### src/rtl/i2s_pkg.sv
// Purpose     : shared I2S transmit constants and types for the serializer slice.
// Latency     : n/a (types and constants only).
// Backpressure: n/a.
// Contents    : default sample/slot widths, packed stereo frame, channel encoding of WS.
package i2s_pkg;

    // Default sample width and bit-clock periods per WS half.
    localparam int I2S_SAMPLE_WIDTH = 24;
    localparam int I2S_SLOT_WIDTH   = 24;

    // One stereo PCM frame, two's complement per channel.
    typedef struct packed {
        logic [I2S_SAMPLE_WIDTH-1:0] left;
        logic [I2S_SAMPLE_WIDTH-1:0] right;
    } i2s_frame_t;

    // Word-select level meaning: 0 selects the left slot, 1 the right slot.
    typedef enum logic {
        LEFT  = 1'b0,
        RIGHT = 1'b1
    } i2s_chan_e;

endpackage

### src/rtl/i2s_tx_serializer_edge.sv
// Purpose     : registers one synchronous level and reports its rising/falling edges.
// Latency     : edges are combinational against a 1-cycle delayed copy; o_dly is 1 cycle late.
// Backpressure: none.
// Ports       : clk_ref/rst (sync, active-high); i_level in; o_rise, o_fall, o_dly out.
module i2s_edge_detect
    import i2s_pkg::*;
(
    input  logic clk_ref,
    input  logic rst,
    input  logic i_level,
    output logic o_rise,
    output logic o_fall,
    output logic o_dly
);

    logic r_q;

    always_ff @(posedge clk_ref) begin
        if (rst) begin
            r_q <= 1'b0;
        end else begin
            r_q <= i_level;
        end
    end

    assign o_rise = ~r_q &  i_level;
    assign o_fall =  r_q & ~i_level;
    assign o_dly  =  r_q;

endmodule

### src/rtl/i2s_tx_serializer.sv
// Purpose     : I2S transmit serializer; stereo frames in over valid/ready, MSB-first serial data out.
// Latency     : first MSB on i2s_sd one bclk period after the WS 1->0 edge that loads the frame.
// Backpressure: one-frame holding buffer; frame_ready drops while full until the next left-slot load.
// Ports       : clk_ref/rst (sync, active-high); clk_bit/clk_ws levels from the I2S clock generator;
//               frame_valid/frame_ready/frame_left/frame_right upstream handshake;
//               i2s_bclk/i2s_ws/i2s_sd pins; underrun/align_err pulses; underrun_count saturating.
module i2s_tx_serializer
    import i2s_pkg::*;
#(
    // SAMPLE_WIDTH must not exceed SLOT_WIDTH; SLOT_WIDTH must match the generator's bits per WS half.
    parameter int SAMPLE_WIDTH = I2S_SAMPLE_WIDTH,
    parameter int SLOT_WIDTH   = I2S_SLOT_WIDTH
) (
    input  logic                    clk_ref,
    input  logic                    rst,
    input  logic                    clk_bit,
    input  logic                    clk_ws,
    input  logic                    frame_valid,
    output logic                    frame_ready,
    input  logic [SAMPLE_WIDTH-1:0] frame_left,
    input  logic [SAMPLE_WIDTH-1:0] frame_right,
    output logic                    i2s_bclk,
    output logic                    i2s_ws,
    output logic                    i2s_sd,
    output logic                    underrun,
    output logic                    align_err,
    output logic [15:0]             underrun_count
);

    localparam int              PAD      = SLOT_WIDTH - SAMPLE_WIDTH;
    localparam int              CNT_W    = (SLOT_WIDTH > 1) ? $clog2(SLOT_WIDTH) : 1;
    localparam logic [CNT_W-1:0] CNT_LAST = CNT_W'(SLOT_WIDTH - 1);

    // ------------------------------------------------------------------
    // Edge detection on the generator levels
    // ------------------------------------------------------------------
    logic w_bclk_rise_unused;
    logic w_bclk_fall;
    logic w_bclk_q;
    logic w_ws_rise;
    logic w_ws_fall;
    logic w_ws_q;

    i2s_edge_detect u_bclk_edge (
        .clk_ref (clk_ref),
        .rst     (rst),
        .i_level (clk_bit),
        .o_rise  (w_bclk_rise_unused),
        .o_fall  (w_bclk_fall),
        .o_dly   (w_bclk_q)
    );

    i2s_edge_detect u_ws_edge (
        .clk_ref (clk_ref),
        .rst     (rst),
        .i_level (clk_ws),
        .o_rise  (w_ws_rise),
        .o_fall  (w_ws_fall),
        .o_dly   (w_ws_q)
    );

    // The generator only moves WS together with a bclk fall, so a WS change
    // is qualified by the fall to ignore anything that is not a real slot boundary.
    logic w_ws_edge;
    logic w_left_edge;
    logic w_right_edge;

    assign w_ws_edge    = w_bclk_fall & (w_ws_rise | w_ws_fall);
    assign w_left_edge  = w_ws_edge & (i2s_chan_e'(clk_ws) == LEFT);
    assign w_right_edge = w_ws_edge & (i2s_chan_e'(clk_ws) == RIGHT);

    // ------------------------------------------------------------------
    // One-frame holding buffer
    // ------------------------------------------------------------------
    logic [SAMPLE_WIDTH-1:0] r_buf_left;
    logic [SAMPLE_WIDTH-1:0] r_buf_right;
    logic                    r_buf_valid;
    logic                    w_consume;
    logic                    w_accept;

    // Ready is granted in the consuming cycle too, so a continuously valid
    // source refills the buffer on the same edge it is drained.
    assign w_consume   = w_left_edge & r_buf_valid;
    assign frame_ready = ~r_buf_valid | w_consume;
    assign w_accept    = frame_valid & frame_ready;

    always_ff @(posedge clk_ref) begin
        if (rst) begin
            r_buf_left  <= '0;
            r_buf_right <= '0;
            r_buf_valid <= 1'b0;
        end else begin
            if (w_accept) begin
                r_buf_left  <= frame_left;
                r_buf_right <= frame_right;
                r_buf_valid <= 1'b1;
            end else if (w_consume) begin
                r_buf_valid <= 1'b0;
            end
        end
    end

    // Samples are left-justified in the slot; unused LSBs go out as zeros.
    logic [SLOT_WIDTH-1:0] w_left_slot;
    logic [SLOT_WIDTH-1:0] w_right_slot;

    assign w_left_slot  = SLOT_WIDTH'(r_buf_left)  << PAD;
    assign w_right_slot = SLOT_WIDTH'(r_buf_right) << PAD;

    // ------------------------------------------------------------------
    // Shifter, bit counter and status
    // ------------------------------------------------------------------
    logic [SLOT_WIDTH-1:0] r_sh;
    logic [SLOT_WIDTH-1:0] r_right_hold;
    logic [CNT_W-1:0]      r_bit_cnt;
    logic                  r_armed;
    logic                  r_sd;
    logic                  r_underrun;
    logic                  r_align_err;
    logic [15:0]           r_underrun_count;

    always_ff @(posedge clk_ref) begin
        if (rst) begin
            r_sh             <= '0;
            r_right_hold     <= '0;
            r_bit_cnt        <= '0;
            r_armed          <= 1'b0;
            r_sd             <= 1'b0;
            r_underrun       <= 1'b0;
            r_align_err      <= 1'b0;
            r_underrun_count <= '0;
        end else begin
            r_underrun  <= 1'b0;
            r_align_err <= 1'b0;

            // Every bclk fall drives the next pending bit. On a WS edge that bit
            // is the previous word's LSB, which produces the one-bit I2S delay.
            if (w_bclk_fall) begin
                r_sd <= r_sh[SLOT_WIDTH-1];
            end

            if (w_left_edge) begin
                if (r_buf_valid) begin
                    r_sh         <= w_left_slot;
                    r_right_hold <= w_right_slot;
                end else begin
                    r_sh         <= '0;
                    r_right_hold <= '0;
                    r_underrun   <= 1'b1;
                    if (r_underrun_count != 16'hFFFF) begin
                        r_underrun_count <= r_underrun_count + 16'd1;
                    end
                end
            end else if (w_right_edge) begin
                r_sh <= r_right_hold;
            end else if (w_bclk_fall) begin
                r_sh <= r_sh << 1;
                if (r_bit_cnt != CNT_LAST) begin
                    r_bit_cnt <= r_bit_cnt + CNT_W'(1);
                end
            end

            // A well-formed half slot has SLOT_WIDTH-1 plain falls between WS edges.
            // The first edge after reset follows an arbitrary partial slot, so it only arms.
            if (w_ws_edge) begin
                if (r_armed && (r_bit_cnt != CNT_LAST)) begin
                    r_align_err <= 1'b1;
                end
                r_bit_cnt <= '0;
                r_armed   <= 1'b1;
            end
        end
    end

    assign i2s_bclk       = w_bclk_q;
    assign i2s_ws         = w_ws_q;
    assign i2s_sd         = r_sd;
    assign underrun       = r_underrun;
    assign align_err      = r_align_err;
    assign underrun_count = r_underrun_count;

endmodule

### config.mk
export PLATFORM = sky130hd
export DESIGN_NAME = i2s_tx_serializer
export DESIGN_NICKNAME = d
export VERILOG_FILES = /design/src/rtl/i2s_pkg.sv /design/src/rtl/i2s_tx_serializer_edge.sv /design/src/rtl/i2s_tx_serializer.sv
export SDC_FILE = /design/constraint.sdc
export NUM_CORES = 1
export LEC_CHECK = 0
export ABC_AREA = 1
export ABC_CLOCK_PERIOD_IN_PS = 3500
export CAP_MARGIN = 0
export CORE_UTILIZATION = 50
export DETAILED_ROUTE_END_ITERATION = 16
export PLACE_DENSITY = 0.74
export REMOVE_ABC_BUFFERS = 1
export SLEW_MARGIN = 0
export SYNTH_ARGS = -nofsm -noshare
export SYNTH_HDL_FRONTEND = slang
export SYNTH_HIERARCHICAL = 1
export SYNTH_SLANG_ARGS = --single-unit
### constraint.sdc
create_clock -name clk_ref -period 3.5 [get_ports clk_ref]
set_input_delay 0.525 -clock clk_ref [delete_from_list [all_inputs] [get_ports clk_ref]]
set_output_delay 0.525 -clock clk_ref [all_outputs]
set_load 0.005 [all_outputs]
==> impl_results.md, run 1 <==
* Status: finished, final reports clean
* Num rows at 37
* Congestion Overflow GR at 0
* Synthesized area at 5300 um2
* Period utilization at 0.818
* Clk pin slew, worst setup/hold paths at 60 ps
* Via density at 5.10
* Critical Path End Type: output port
* CTS tree: done
* Non-Filler Instances at 962
* Hpwl dp at 7330 um
* Critical path class: input port to output port
* Arr. time, crit path at 2340 ps
* Min-delay worst type: flop to flop
* Ys Warns at 6
* WL final at 12,100 um
* Flop-to-flop setup slack at 1250 ps
* Post-CTS setup repair buffer count at 0
* Vias in the first global route at 4,571
* Final setup violation count at 0
* Final slew viol count at 0
* Sum Neg Setup Slack at 0 ps
* Post-placement cell area at 6050 um2
* Gp weighted congestion at 0.754
* Initial core utilization at 0.514
* Mean Syn Cell Area at 7.00 um2
* Min Clock Period, post-route at 2860 ps
* Port buffer count at 74
* First-pass GRT wire length at 20,900 um
* CTS buffer count at 17
* Post-cts resize count at 0
* Power density cells at 528 nW/um2
* Layout Skew at 8.67 ps
* Antenna viol nets, final at 0
* Hold_buf cts at 0
* Critical path fanouts, max at 14
* Finished Core Util at 0.644
* Cells after synthesis at 757
* Antenna diode count at 0
* Clock Latency Late Sink at 520 ps
* Die width at 105 um
* RSZ-0062 raised after global routing: no
* Die Area at 11,000 um2
* Drt pass-1 iters at 4
* Clock Tree Buf Depth at 2
* Sink Count at 124
* Max frequency at 0.349 GHz
* Initial antenna violation count at 0
* Pleak at 2.52 nW
* Worst Tran Pin Value at 921 ps
* DRC viols at 0
* Core area at 10,300 um2
* Crit path launch type: input port
* Detail-routed net length per standard cell at 12.6 um
* Total number of vias at 4,907
* Placed cells at 931
* Fin. Hold Viols at 0
* Initial drt markers at 265
* Relative slew slack at 0.384
* Final nets at 869
* Final Cell Area at 6650 um2
* Worst path required time at 2970 ps
* Max_cap viols at 0
* Root buffer cell: clkbuf_8
* P&R area growth vs syn at 25.4%
* Layout cell share with drive strength beyond 1 at 0.0617
* Largest net degree at the start of global routing at 78
* DIE HEIGHT at 105 um
* Tot GR Track Use at 0.233
* IO Pins at 75
* Htree depth at 4
* VDD IR-drop max at 0.000295 V
## critical path, stage by stage
cell and delay (ps):
clkdlybuf4s50_1 420, nor2_1 240, inv_2 90, nor2_4 190, nand2_4 60, nand2_2 240, clkdlybuf4s50_1 570
## metrics by stage
| step | setup slack (ps) | total power, W | hold slack, ps |
|---|---|---|---|
| floorplan | 153 | 0.00163 | 422 |
| global placement | 643 | 0.00176 | 436 |
| detailed placement | 598 | 0.00177 | 449 |
| CTS | 597 | 0.00354 | 452 |
| global route | 494 | 0.00365 | 467 |
| finish | 636 | 0.00351 | 453 |
## metal layers
metal,global-route usage,wire [um]
met4,0.0734,140
met5,0,0
met1,0.283,5360
met2,0.404,6030
met3,0.0593,559
## layout make-up
cell class                      instances  area, um2
Tap cell                              136        170
Timing Repair Buffer                   82        793
Clock buffer                           19        442
Multi-Input combinational cell        534       2390
Inverter                               55        206
Fill cell                             903       3670
Sequential cell                       124       2480
Clock inverter                         12        163
## registers in the layout, summed over array words and instances (netlist names), 5 cells and up
register / flops
r_bit_cnt: 5
r_buf_left: 24
r_buf_right: 24
r_right_hold: 24
r_sh: 24
underrun_count: 16
## final timing paths
check                       end               from  depth (start not counted)
setup / recovery    frame_ready            clk_bit                          7
hold / removal        align_err            r_armed                          2
setup reg to reg  r_buf_left[7]  u_bclk_edge/o_dly                          9
hold reg to reg       align_err            r_armed                          2
## placed cells by master, fill, tap and decap left out, drive strengths merged, types with 9 or more instances in the layout
cell           instances
nor2                  77
nand3                 84
o21ai                  9
clkbuf                19
buf                   10
inv                   58
a21oi                112
nand2                231
clkdlybuf4s50         72
dfxtp                124
## report_power, final
part,total (W),switching [W],internal [W]
clock network,0.00177,0.000645,0.00113
logic,0.000251,0.000141,0.000110
registers,0.00149,0.0000258,0.00146
total,0.00351,0.000812,0.00270
Note: power is estimated with default switching activity, not from simulation.
==> run 2, diff against run 1 <==
--- a/config.mk
+++ b/config.mk
@@ -6,7 +6,7 @@
 export NUM_CORES = 1
 export LEC_CHECK = 0
 export ABC_AREA = 1
-export ABC_CLOCK_PERIOD_IN_PS = 3500
+export ABC_CLOCK_PERIOD_IN_PS = 2690
 export CAP_MARGIN = 0
 export CORE_UTILIZATION = 50
 export DETAILED_ROUTE_END_ITERATION = 16
==> constraint.sdc (replaced) <==
create_clock -name clk_ref -period 2.69 [get_ports clk_ref]
set_input_delay 0.4035 -clock clk_ref [delete_from_list [all_inputs] [get_ports clk_ref]]
set_output_delay 0.4035 -clock clk_ref [all_outputs]
set_load 0.005 [all_outputs]
==> impl_results.md, run 2 (synthesized netlist as in run 1, its figures left out) <==
* Status: finished, final reports clean
* Antenna diode count at 0
* Min Clock Period, post-route at 2500 ps
* Die width at 105 um
* Worst Tran Pin Value at 807 ps
* Delay-heaviest family, CP: buffers and inverters
* Worst path max stage delay at 590 ps
* Switching pwr at 0.00102 W
* Final setup violation count at 0
* RSZ-0062 raised after global routing: no
* Clock Tree Buf Depth at 2
* Core area at 10,300 um2
* Final nets at 874
* Critical path fanouts, max at 4
* Combinational fraction of design power at 0.074
* Root buffer cell: clkbuf_8
* WL final at 12,500 um
* Final total power at 0.00462 W
* Final slew viol count at 0
* Antenna viol nets, final at 0
* Initial drt markers at 301
* Gp weighted congestion at 0.798
* Layout Skew at 5.88 ps
* Reg power frac at 0.420
* Congestion Overflow GR at 0
* Sw Share at 0.220
* P&R area growth vs syn at 26.8%
* Final Cell Area at 6720 um2
* Total number of vias at 5,056
* Dpl ws at 142 ps
* Port buffer count at 74
* CTS buffer count at 17
* Commonest non-fill, non-tap cell in the layout: nand2_1
* Post-cts resize count at 0
* Arr. time, crit path at 2090 ps
* Via density at 5.22
* Detail-routed net length per standard cell at 12.9 um
* Sink Count at 124
* Worst path required time at 2290 ps
* Period utilization at 0.928
* Clk pin slew, worst setup/hold paths at 60 ps
* Drt pass-1 iters at 5
* First-pass GRT wire length at 21,600 um
* Post-CTS setup repair buffer count at 0
* Final WS setup at 195 ps
* Internal Power at 0.00360 W
* DRC viols at 0
* Clock Latency Late Sink at 510 ps
* Pleak at 2.55 nW
* WP buf/inv at 3
* Tot GR Track Use at 0.242
* VDD IR-drop max at 0.000385 V
* Largest net degree at the start of global routing at 64
* Htree depth at 4
* Max frequency at 0.401 GHz
* Crit path launch type: flop
* Initial antenna violation count at 0
* Initial core utilization at 0.514
* IO Pins at 75
* Non-Filler Instances at 968
* Most frequent cells in the layout: 228 x nand2_1, 124 x dfxtp_1, 112 x a21oi_1, 83 x nand3_1
* Critical path class: flop to output port
* Fin. Hold Viols at 0
* CP max-delay cell: clkdlybuf4s50_1
* Clock network power share at 0.507
* Critical Path End Type: output port
* DIE HEIGHT at 105 um
* Die Area at 11,000 um2
* Num rows at 37
* Power density cells at 687 nW/um2
* Placed cells at 936
* Min-delay worst type: input port to flop
* CP Cell Sequence: inv_1 > nor2_1 > inv_2 > nor2_4 > nand2_4 > nand2_2 > clkdlybuf4s50_1
* CTS tree: done
* Sum Neg Setup Slack at 0 ps
* Vias in the first global route at 4,858
* Max_cap viols at 0
* Hpwl dp at 7950 um
* Relative slew slack at 0.459
* Post-placement cell area at 6110 um2
* Layout cell share with drive strength beyond 1 at 0.0661
* Hold_buf cts at 0
[run 2: changes by cell type in the layout (fill, tap and decap cells not counted)]
| cell | delta |
|---|---|
| buf_4 | +3 |
| inv_6 | -3 |
| buf_12 | +2 |
| clkbuf_1 | +2 |
| clkinv_2 | +2 |
| clkinv_4 | -2 |
| bufinv_16 | +1 |
| clkinvlp_4 | +1 |
[run 2: worst paths after layout]
path	startpoint	slack, ps	cells past startpoint	end
min	rst	320	2	u_bclk_edge/o_dly
max reg2reg	u_ws_edge/o_dly	680	9	r_bit_cnt[3]
max	u_bclk_edge/o_dly	190	7	frame_ready
min reg2reg	r_armed	450	2	align_err
[run 2: final cells by class]
cell class	instances	area (um2)
Clock buffer	21	449
Tap cell	136	170
Multi-Input combinational cell	534	2390
Fill cell	879	3600
Sequential cell	124	2480
Clock inverter	11	166
Timing Repair Buffer	87	856
Inverter	55	206
[run 2: per-layer routing]
| metal | GRT usage | vias up | part of all wire |
|---|---|---|---|
| met3 | 0.0711 | 13 | 0.058 |
| met5 | 0 | - | 0 |
| li1 | - | 2555 | - |
| met4 | 0.0724 | 0 | 0.0076 |
| met2 | 0.426 | 142 | 0.49 |
| met1 | 0.285 | 2346 | 0.44 |
[run 2: worst reg2reg max path, delay by kind of cell, from the launching register on]
| kind | cells | cell delay (ps) |
|---|---|---|
| buffers and inverters | 2 | 360 |
| flip-flops | 1 | 320 |
| AND/OR/NAND/NOR | 5 | 950 |
| AO/OA/AOI/OAI | 2 | 260 |
[run 2: through the flow]
| step | utilization | hold WS, ps |
|---|---|---|
| after floorplan | - | 422 |
| after CTS | 0.651 | 301 |
| after global routing | 0.651 | 325 |
| after global placement | 0.592 | 436 |
| after detailed placement | 0.592 | 438 |
| final | 0.651 | 323 |
[run 2: power by group through the flow]
stage / registers [W] / logic, W / clock network (W)
6_report: 0.00194 / 0.000340 / 0.00234
5_1_grt: 0.00195 / 0.000380 / 0.00247
4_1_cts: 0.00194 / 0.000341 / 0.00238
3_5_place_dp: 0.00198 / 0.000338 / 0
3_3_place_gp: 0.00197 / 0.000328 / 0
2_1_floorplan: 0.00197 / 0.000154 / 0
